$ cat src/rtl/msx_clken_pkg.sv
// -----------------------------------------------------------------------------
// msx_clken_pkg
// Shared definitions for the MSX clock-enable generator:
//   - LOCK_STATE_W : width of the lock-qualification state register
//   - lock_state_e : lock-qualification FSM states
//       WAIT_LOCK : waiting for the synchronised PLL lock to assert
//       COUNT     : lock seen, counting consecutive stable cycles
//       READY     : lock qualified, enable channels may run
// -----------------------------------------------------------------------------
package msx_clken_pkg;

    localparam int LOCK_STATE_W = 2;

    typedef enum logic [LOCK_STATE_W-1:0] {
        WAIT_LOCK = 2'd0,
        COUNT     = 2'd1,
        READY     = 2'd2
    } lock_state_e;

endpackage : msx_clken_pkg

$ cat src/rtl/msx_clken_channel.sv
// -----------------------------------------------------------------------------
// msx_clken_channel
// One fractional phase-accumulator clock-enable channel.
// Each clock the accumulator either clears (not ready, or phase restart),
// adds the step (run enable) or holds. The carry out of the add becomes a
// registered single-cycle strobe, so the long-run strobe rate is
// f_clk * step / 2^ACC_W.
//
// Ports:
//   clk       in   system clock
//   n_reset   in   asynchronous active-low reset
//   ready_i   in   registered lock-qualified flag from the top level
//   sync_i    in   phase restart: clears the accumulator, wins over en_i
//   en_i      in   run enable: add step_i this cycle
//   step_i    in   phase increment (ACC_W bits)
//   strobe_o  out  registered single-cycle enable strobe
// -----------------------------------------------------------------------------
module msx_clken_channel #(
    parameter int ACC_W = 16
) (
    input  logic             clk,
    input  logic             n_reset,
    input  logic             ready_i,
    input  logic             sync_i,
    input  logic             en_i,
    input  logic [ACC_W-1:0] step_i,
    output logic             strobe_o
);

    logic [ACC_W-1:0] acc_q;
    logic [ACC_W-1:0] acc_d;
    logic             strobe_q;
    logic             strobe_d;
    logic [ACC_W:0]   sum_s;

    // Next accumulator value and strobe, in priority: not ready, sync, enable, hold.
    always_comb begin
        sum_s    = {1'b0, acc_q} + {1'b0, step_i};
        acc_d    = acc_q;
        strobe_d = 1'b0;
        if (!ready_i) begin
            acc_d    = {ACC_W{1'b0}};
            strobe_d = 1'b0;
        end else if (sync_i) begin
            acc_d    = {ACC_W{1'b0}};
            strobe_d = 1'b0;
        end else if (en_i) begin
            // The carry of the (ACC_W+1)-bit sum is the strobe; the wrap
            // keeps the fractional remainder so the average rate is exact.
            acc_d    = sum_s[ACC_W-1:0];
            strobe_d = sum_s[ACC_W];
        end else begin
            acc_d    = acc_q;
            strobe_d = 1'b0;
        end
    end

    // Accumulator and strobe registers.
    always_ff @(posedge clk or negedge n_reset) begin
        if (!n_reset) begin
            acc_q    <= {ACC_W{1'b0}};
            strobe_q <= 1'b0;
        end else begin
            acc_q    <= acc_d;
            strobe_q <= strobe_d;
        end
    end

    assign strobe_o = strobe_q;

endmodule : msx_clken_channel

$ cat src/rtl/msx_clock_enable_gen.sv
// -----------------------------------------------------------------------------
// msx_clock_enable_gen
// Runs in the PLL output clock domain. Qualifies the raw PLL lock (two-flop
// synchroniser plus a stability counter), then releases NUM_CH independent
// fractional clock-enable channels. Losing lock while ready stops and zeroes
// all channels and raises a sticky lock_lost flag.
//
// Ports:
//   clk         in   system clock (PLL CLKOUT)
//   n_reset     in   asynchronous active-low reset
//   pll_lock    in   raw PLL lock, asynchronous to clk
//   ch_step     in   per-channel phase increment, channel i at [i*ACC_W +: ACC_W]
//   ch_en       in   per-channel run enable
//   ch_sync     in   per-channel phase restart
//   enable_out  out  per-channel registered single-cycle enable strobe
//   ready       out  lock qualified and stable (registered)
//   lock_lost   out  sticky: lock dropped while ready, cleared by n_reset only
// -----------------------------------------------------------------------------
module msx_clock_enable_gen
    import msx_clken_pkg::*;
#(
    parameter int NUM_CH             = 3,
    parameter int ACC_W              = 16,
    parameter int LOCK_STABLE_CYCLES = 4096,
    parameter int CNT_W              = 13
) (
    input  logic                    clk,
    input  logic                    n_reset,
    input  logic                    pll_lock,
    input  logic [NUM_CH*ACC_W-1:0] ch_step,
    input  logic [NUM_CH-1:0]       ch_en,
    input  logic [NUM_CH-1:0]       ch_sync,
    output logic [NUM_CH-1:0]       enable_out,
    output logic                    ready,
    output logic                    lock_lost
);

    localparam logic [CNT_W-1:0] CNT_LAST = CNT_W'(LOCK_STABLE_CYCLES - 1);
    localparam logic [CNT_W-1:0] CNT_ONE  = CNT_W'(1);

    logic        lock_meta_q;
    logic        lock_s_q;
    lock_state_e state_q;
    lock_state_e state_d;
    logic [CNT_W-1:0] cnt_q;
    logic [CNT_W-1:0] cnt_d;
    logic        ready_q;
    logic        ready_d;
    logic        lock_lost_q;
    logic        lock_lost_d;

    // Two-flop synchroniser for the asynchronous PLL lock.
    always_ff @(posedge clk or negedge n_reset) begin
        if (!n_reset) begin
            lock_meta_q <= 1'b0;
            lock_s_q    <= 1'b0;
        end else begin
            lock_meta_q <= pll_lock;
            lock_s_q    <= lock_meta_q;
        end
    end

    // Lock FSM next state and stability counter.
    always_comb begin
        state_d = state_q;
        cnt_d   = cnt_q;
        case (state_q)
            WAIT_LOCK: begin
                cnt_d = {CNT_W{1'b0}};
                if (lock_s_q) begin
                    state_d = COUNT;
                end else begin
                    state_d = WAIT_LOCK;
                end
            end
            COUNT: begin
                if (!lock_s_q) begin
                    state_d = WAIT_LOCK;
                    cnt_d   = {CNT_W{1'b0}};
                end else if (cnt_q == CNT_LAST) begin
                    state_d = READY;
                    cnt_d   = {CNT_W{1'b0}};
                end else begin
                    state_d = COUNT;
                    cnt_d   = cnt_q + CNT_ONE;
                end
            end
            READY: begin
                cnt_d = {CNT_W{1'b0}};
                if (!lock_s_q) begin
                    state_d = WAIT_LOCK;
                end else begin
                    state_d = READY;
                end
            end
            default: begin
                state_d = WAIT_LOCK;
                cnt_d   = {CNT_W{1'b0}};
            end
        endcase
    end

    // ready and lock_lost next values.
    always_comb begin
        // ready rises on the edge that enters READY, and falls one cycle
        // after the FSM leaves READY, so lock loss shows 3 clks after the
        // raw lock drops.
        ready_d     = (state_d == READY) || (state_q == READY);
        lock_lost_d = lock_lost_q;
        if (ready_q && !ready_d) begin
            lock_lost_d = 1'b1;
        end else begin
            lock_lost_d = lock_lost_q;
        end
    end

    // FSM, counter and status registers.
    always_ff @(posedge clk or negedge n_reset) begin
        if (!n_reset) begin
            state_q     <= WAIT_LOCK;
            cnt_q       <= {CNT_W{1'b0}};
            ready_q     <= 1'b0;
            lock_lost_q <= 1'b0;
        end else begin
            state_q     <= state_d;
            cnt_q       <= cnt_d;
            ready_q     <= ready_d;
            lock_lost_q <= lock_lost_d;
        end
    end

    // Channels see the registered ready, so every accumulator clears and
    // restarts on the same edges.
    for (genvar i = 0; i < NUM_CH; i++) begin : g_ch
        msx_clken_channel #(
            .ACC_W (ACC_W)
        ) u_ch (
            .clk      (clk),
            .n_reset  (n_reset),
            .ready_i  (ready_q),
            .sync_i   (ch_sync[i]),
            .en_i     (ch_en[i]),
            .step_i   (ch_step[i*ACC_W +: ACC_W]),
            .strobe_o (enable_out[i])
        );
    end

    assign ready     = ready_q;
    assign lock_lost = lock_lost_q;

endmodule : msx_clock_enable_gen

$ cat config.mk
export PLATFORM = sky130hd
export DESIGN_NAME = msx_clock_enable_gen
export DESIGN_NICKNAME = d
export VERILOG_FILES = /design/src/rtl/msx_clken_pkg.sv /design/src/rtl/msx_clken_channel.sv /design/src/rtl/msx_clock_enable_gen.sv
export SDC_FILE = /design/constraint.sdc
export NUM_CORES = 1
export LEC_CHECK = 0
export ABC_AREA = 1
export BUFFER_PORTS_ARGS = -buffer_cell sky130_fd_sc_hd__buf_2
export CAP_MARGIN = 20
export CORE_ASPECT_RATIO = 0.6
export CORE_UTILIZATION = 55
export DETAILED_ROUTE_END_ITERATION = 10
export GPL_TIMING_DRIVEN = 1
export PLACE_DENSITY_LB_ADDON = 0.05
export SLEW_MARGIN = 15
export SYNTH_ARGS = -nofsm -noshare
export SYNTH_HDL_FRONTEND = slang
export SYNTH_SLANG_ARGS = --single-unit
$ cat constraint.sdc
create_clock -name clk -period 4.6 [get_ports clk]
set_input_delay 0 -clock clk [delete_from_list [all_inputs] [get_ports clk]]
set_output_delay 0 -clock clk [all_outputs]
set_load 0.01 [all_outputs]
==> flow_summary.toml <==
[outcome]
status = "completed"

[cts]
clk-insertion-delay-late_ns = 0.34
cts_resized = 0
hold_buffers = 3
cts_setup_buffers = 0
cts_max_level = 3
clock-sinks = 70
cts_tree = "built"
clock_path_buffers = 2
cts_made_buffers = 9
cts_root_buffer = "clkbuf_16"
clk_pin_slew_ns = 0.06

[place]
io_buffers = 61
gp_congestion = 0.951
dp_hpwl_um = 10400

[synthesis]
synth-seq-cells = 70
post_synth.cell_area_avg_um2 = 6.58
ys_warn_count = 0
muxShareOfSynthArea_pct = 0
synth_seq_area_share_pct = 31.0
synth_compound_area_share_pct = 7.50
netlist_area_mm2 = 0.00565
post_synth_num_cell_types = 36
synth_fa_ha_area_share_pct = 11.9
syn-instance-count = 859
synth_top_family_by_area = "simple AND/OR/NAND/NOR gates"
synth_nets = 968
synth-xor-area-share_pct = 0.775
yosys.area_share.simple_pct = 38.0

[power]
power_leakage_nw = 3.85
powerDensity_mw_per_mm2 = 223
vdd_ir_drop_max_uv = 181

[setup_path]
critPathArrivalTime_ns = 2.15
required_ns = 4.85
end_kind = "flip-flop"
worstPathMaxFanout = 4
critical_path_class = "flip-flop to flip-flop"
cp-start-kind = "flip-flop"

[die]
die_h_um = 80.5
die_area_mm2 = 0.0107
num_io_pins = 62
rows = 28
die_w_um = 133
start_util_pct = 57.0
core_mm2 = 0.00991

[drt]
vias = 5479
dr.pass1.iters = 6
ant_nets = 0
drc = 0
wl_um = 13900
drtIter0Drc = 467
wl_per_cell_um = 13.0
viasPerCell = 5.14

[flow_run]
max_cap_viol_count = 0

[grt]
gr-total-overflow = 0
grt_pass1_vias = 5014
grt_pass1_wl_um = 23300
grt_max_degree = 71
antenna_found_initial = 0
grt_use_total_pct = 27.6

[final_layout]
antenna_cells = 0
num-fill-cells = 924
syn2layout_area_growth_pct = 12.7
drive_above_1_share_pct = 10.6
fin_nets = 1034

[sta]
hold_ws_ns = 0.0344
finalSetupTns_ns = 0
setup_viol = 0
worstMarginPinSlew_ns = 0.924
clock_skew_ns = 0.00648
rsz0062_at_grt = "false"
timing.final.hold_violations = 0
finalCritPeriodShare_pct = 41.3
min_period_ns = 1.90
drv_slew = 0
max_freq_ghz = 0.526
slew_headroom_pct = 38.4

[min_path]
hold_path.class = "primary input to flip-flop"
## synthesized netlist by cell type
cell      count  area [um2]
o21ai_1       4        20.0
a21oi_2       1        8.76
nor3_1       13        65.1
o21bai_2      1        11.3
o21ai_0      21         105
or2_1         3        18.8
nand4_1       3        18.8
inv_1       143         537
nor2_1       54         203
buf_2         3        15.0
inv_6         1        8.76
and2_1        3        18.8
nand2_4       1        11.3
nand3_2       1        10.0
nand3b_1      7        52.6
ha_1         49         613
dfrtp_1      70        1750
nor3_4        5        81.3
inv_2         2        7.51
a21oi_1      36         180
o31ai_1       1        7.51
a22o_1        3        26.3
buf_4         6        45.0
a21o_1        3        22.5
a211oi_1      2        15.0
fa_1          3        60.1
o31ai_2       1        12.5
nor2_2        1        6.26
nand3_1      66         330
nand2_2       3        18.8
a311oi_1      1        8.76
a31oi_1       1        6.26
xor2_1        5        43.8
nand2_1     336        1260
or2_2         3        18.8
nor2_4        3        33.8
## through the flow
stage / util (%) / cells / setup slack [ns] / total power, mW / cell area [um2]
2_1_floorplan: - / 859 / 3.01 / 0.711 / 5650
5_1_grt: 64.3 / 1065 / 2.54 / 1.48 / 6370
4_1_cts: 64.3 / 1065 / 2.71 / 1.43 / 6370
3_3_place_gp: 61.2 / 1046 / 2.91 / 0.768 / 6070
6_report: 64.3 / 1065 / 2.70 / 1.42 / 6370
3_5_place_dp: 61.2 / 1046 / 2.77 / 0.771 / 6070
## path summary, 6_finish.rpt
| kind | from | endpoint | slack [ns] | cells after the start |
|---|---|---|---|---|
| min in group asynchronous | n_reset | g_ch[1].u_ch.acc_q[10]$_DFFE_PN0P_ | 0.32 | 2 |
| hold / removal | ch_step[16] | g_ch[1].u_ch.acc_q[0]$_DFFE_PN0P_ | 0.03 | 3 |
| max in group asynchronous | n_reset | g_ch[0].u_ch.acc_q[15]$_DFFE_PN0P_ | 3.65 | 2 |
| hold reg to reg | lock_meta_q$_DFF_PN0_ | lock_s_q$_DFF_PN0_ | 0.36 | 0 |
| setup reg to reg | g_ch[2].u_ch.acc_q[0]$_DFFE_PN0P_ | g_ch[2].u_ch.strobe_o$_DFF_PN0_ | 2.70 | 10 |
| setup / recovery | g_ch[2].u_ch.acc_q[0]$_DFFE_PN0P_ | g_ch[2].u_ch.strobe_o$_DFF_PN0_ | 2.70 | 10 |
## state kept, by name (all words and copies together), names as in the netlist
signal / cells
g_ch.u_ch.acc_q: 48
cnt_q: 13
g_ch.u_ch.strobe_o: 3
state_q: 2
lock_lost: 1
lock_meta_q: 1
lock_s_q: 1
ready: 1
## report_power, final
part | internal (mW) | leakage, nW | switching [mW]
combinational | 0.0517 | 2.74 | 0.0896
sequential | 0.619 | 0.971 | 0.00236
clock | 0.369 | 0.137 | 0.288
## worst max-delay path, stage by stage (launching register included)
cell	delay, ns
dfrtp_1	0.36
ha_1	0.19
inv_1	0.07
fa_1	0.41
inv_1	0.10
nand3_1	0.07
nand3_1	0.15
nand2_1	0.08
nand3_1	0.12
nand3b_1	0.10
a21oi_1	0.16
## layout by cell type, fill, tap and decap left out, types with 2 or more instances in the layout
cell / instances
and2_1: 3
inv_1: 143
a211oi_1: 2
a22o_1: 3
ha_1: 49
a21o_1: 3
nor3_1: 13
or2_2: 3
nand3b_1: 7
nand2_1: 336
dfrtp_1: 70
nor2_1: 54
clkbuf_16: 9
nand4_1: 3
clkinv_2: 2
nand2_2: 3
o21ai_1: 4
nor2_4: 3
nor3_4: 5
inv_2: 2
inv_6: 3
a21oi_1: 36
buf_2: 60
clkinv_4: 2
or2_1: 3
o21ai_0: 21
nand3_1: 66
fa_1: 3
xor2_1: 5
dlygate4sd3_1: 3
## cell families after synthesis
kind of cell             Yosys count
adder cells (fa/ha/maj)           52
XOR/XNOR                           5
flip-flops                        70
buffers and inverters            155
AND/OR/NAND/NOR                  502
AO/OA/AOI/OAI                     75
## cell type report
cell class              instances  area (um2)  area share [%]
multi-input cells             634        3290            51.6
clock inverters                 6        45.0           0.707
clock buffers                  10         229            3.59
well taps                     135         169            2.65
inverters                     146         553            8.68
flip-flops and latches         70        1750            27.5
repair buffers                 64         338            5.30
## per-layer routing
metal / part of all wire (%) / up-vias / routed length (um) / track usage, %
li1: - / 2815 / - / -
met1: 51 / 2451 / 7120 / 40.7
met2: 41 / 187 / 5620 / 41.3
met3: 6.8 / 26 / 937 / 5.24
met4: 1.3 / 0 / 175 / 5.98
met5: 0 / - / 0 / 0
(Power assumes the default switching activity.)
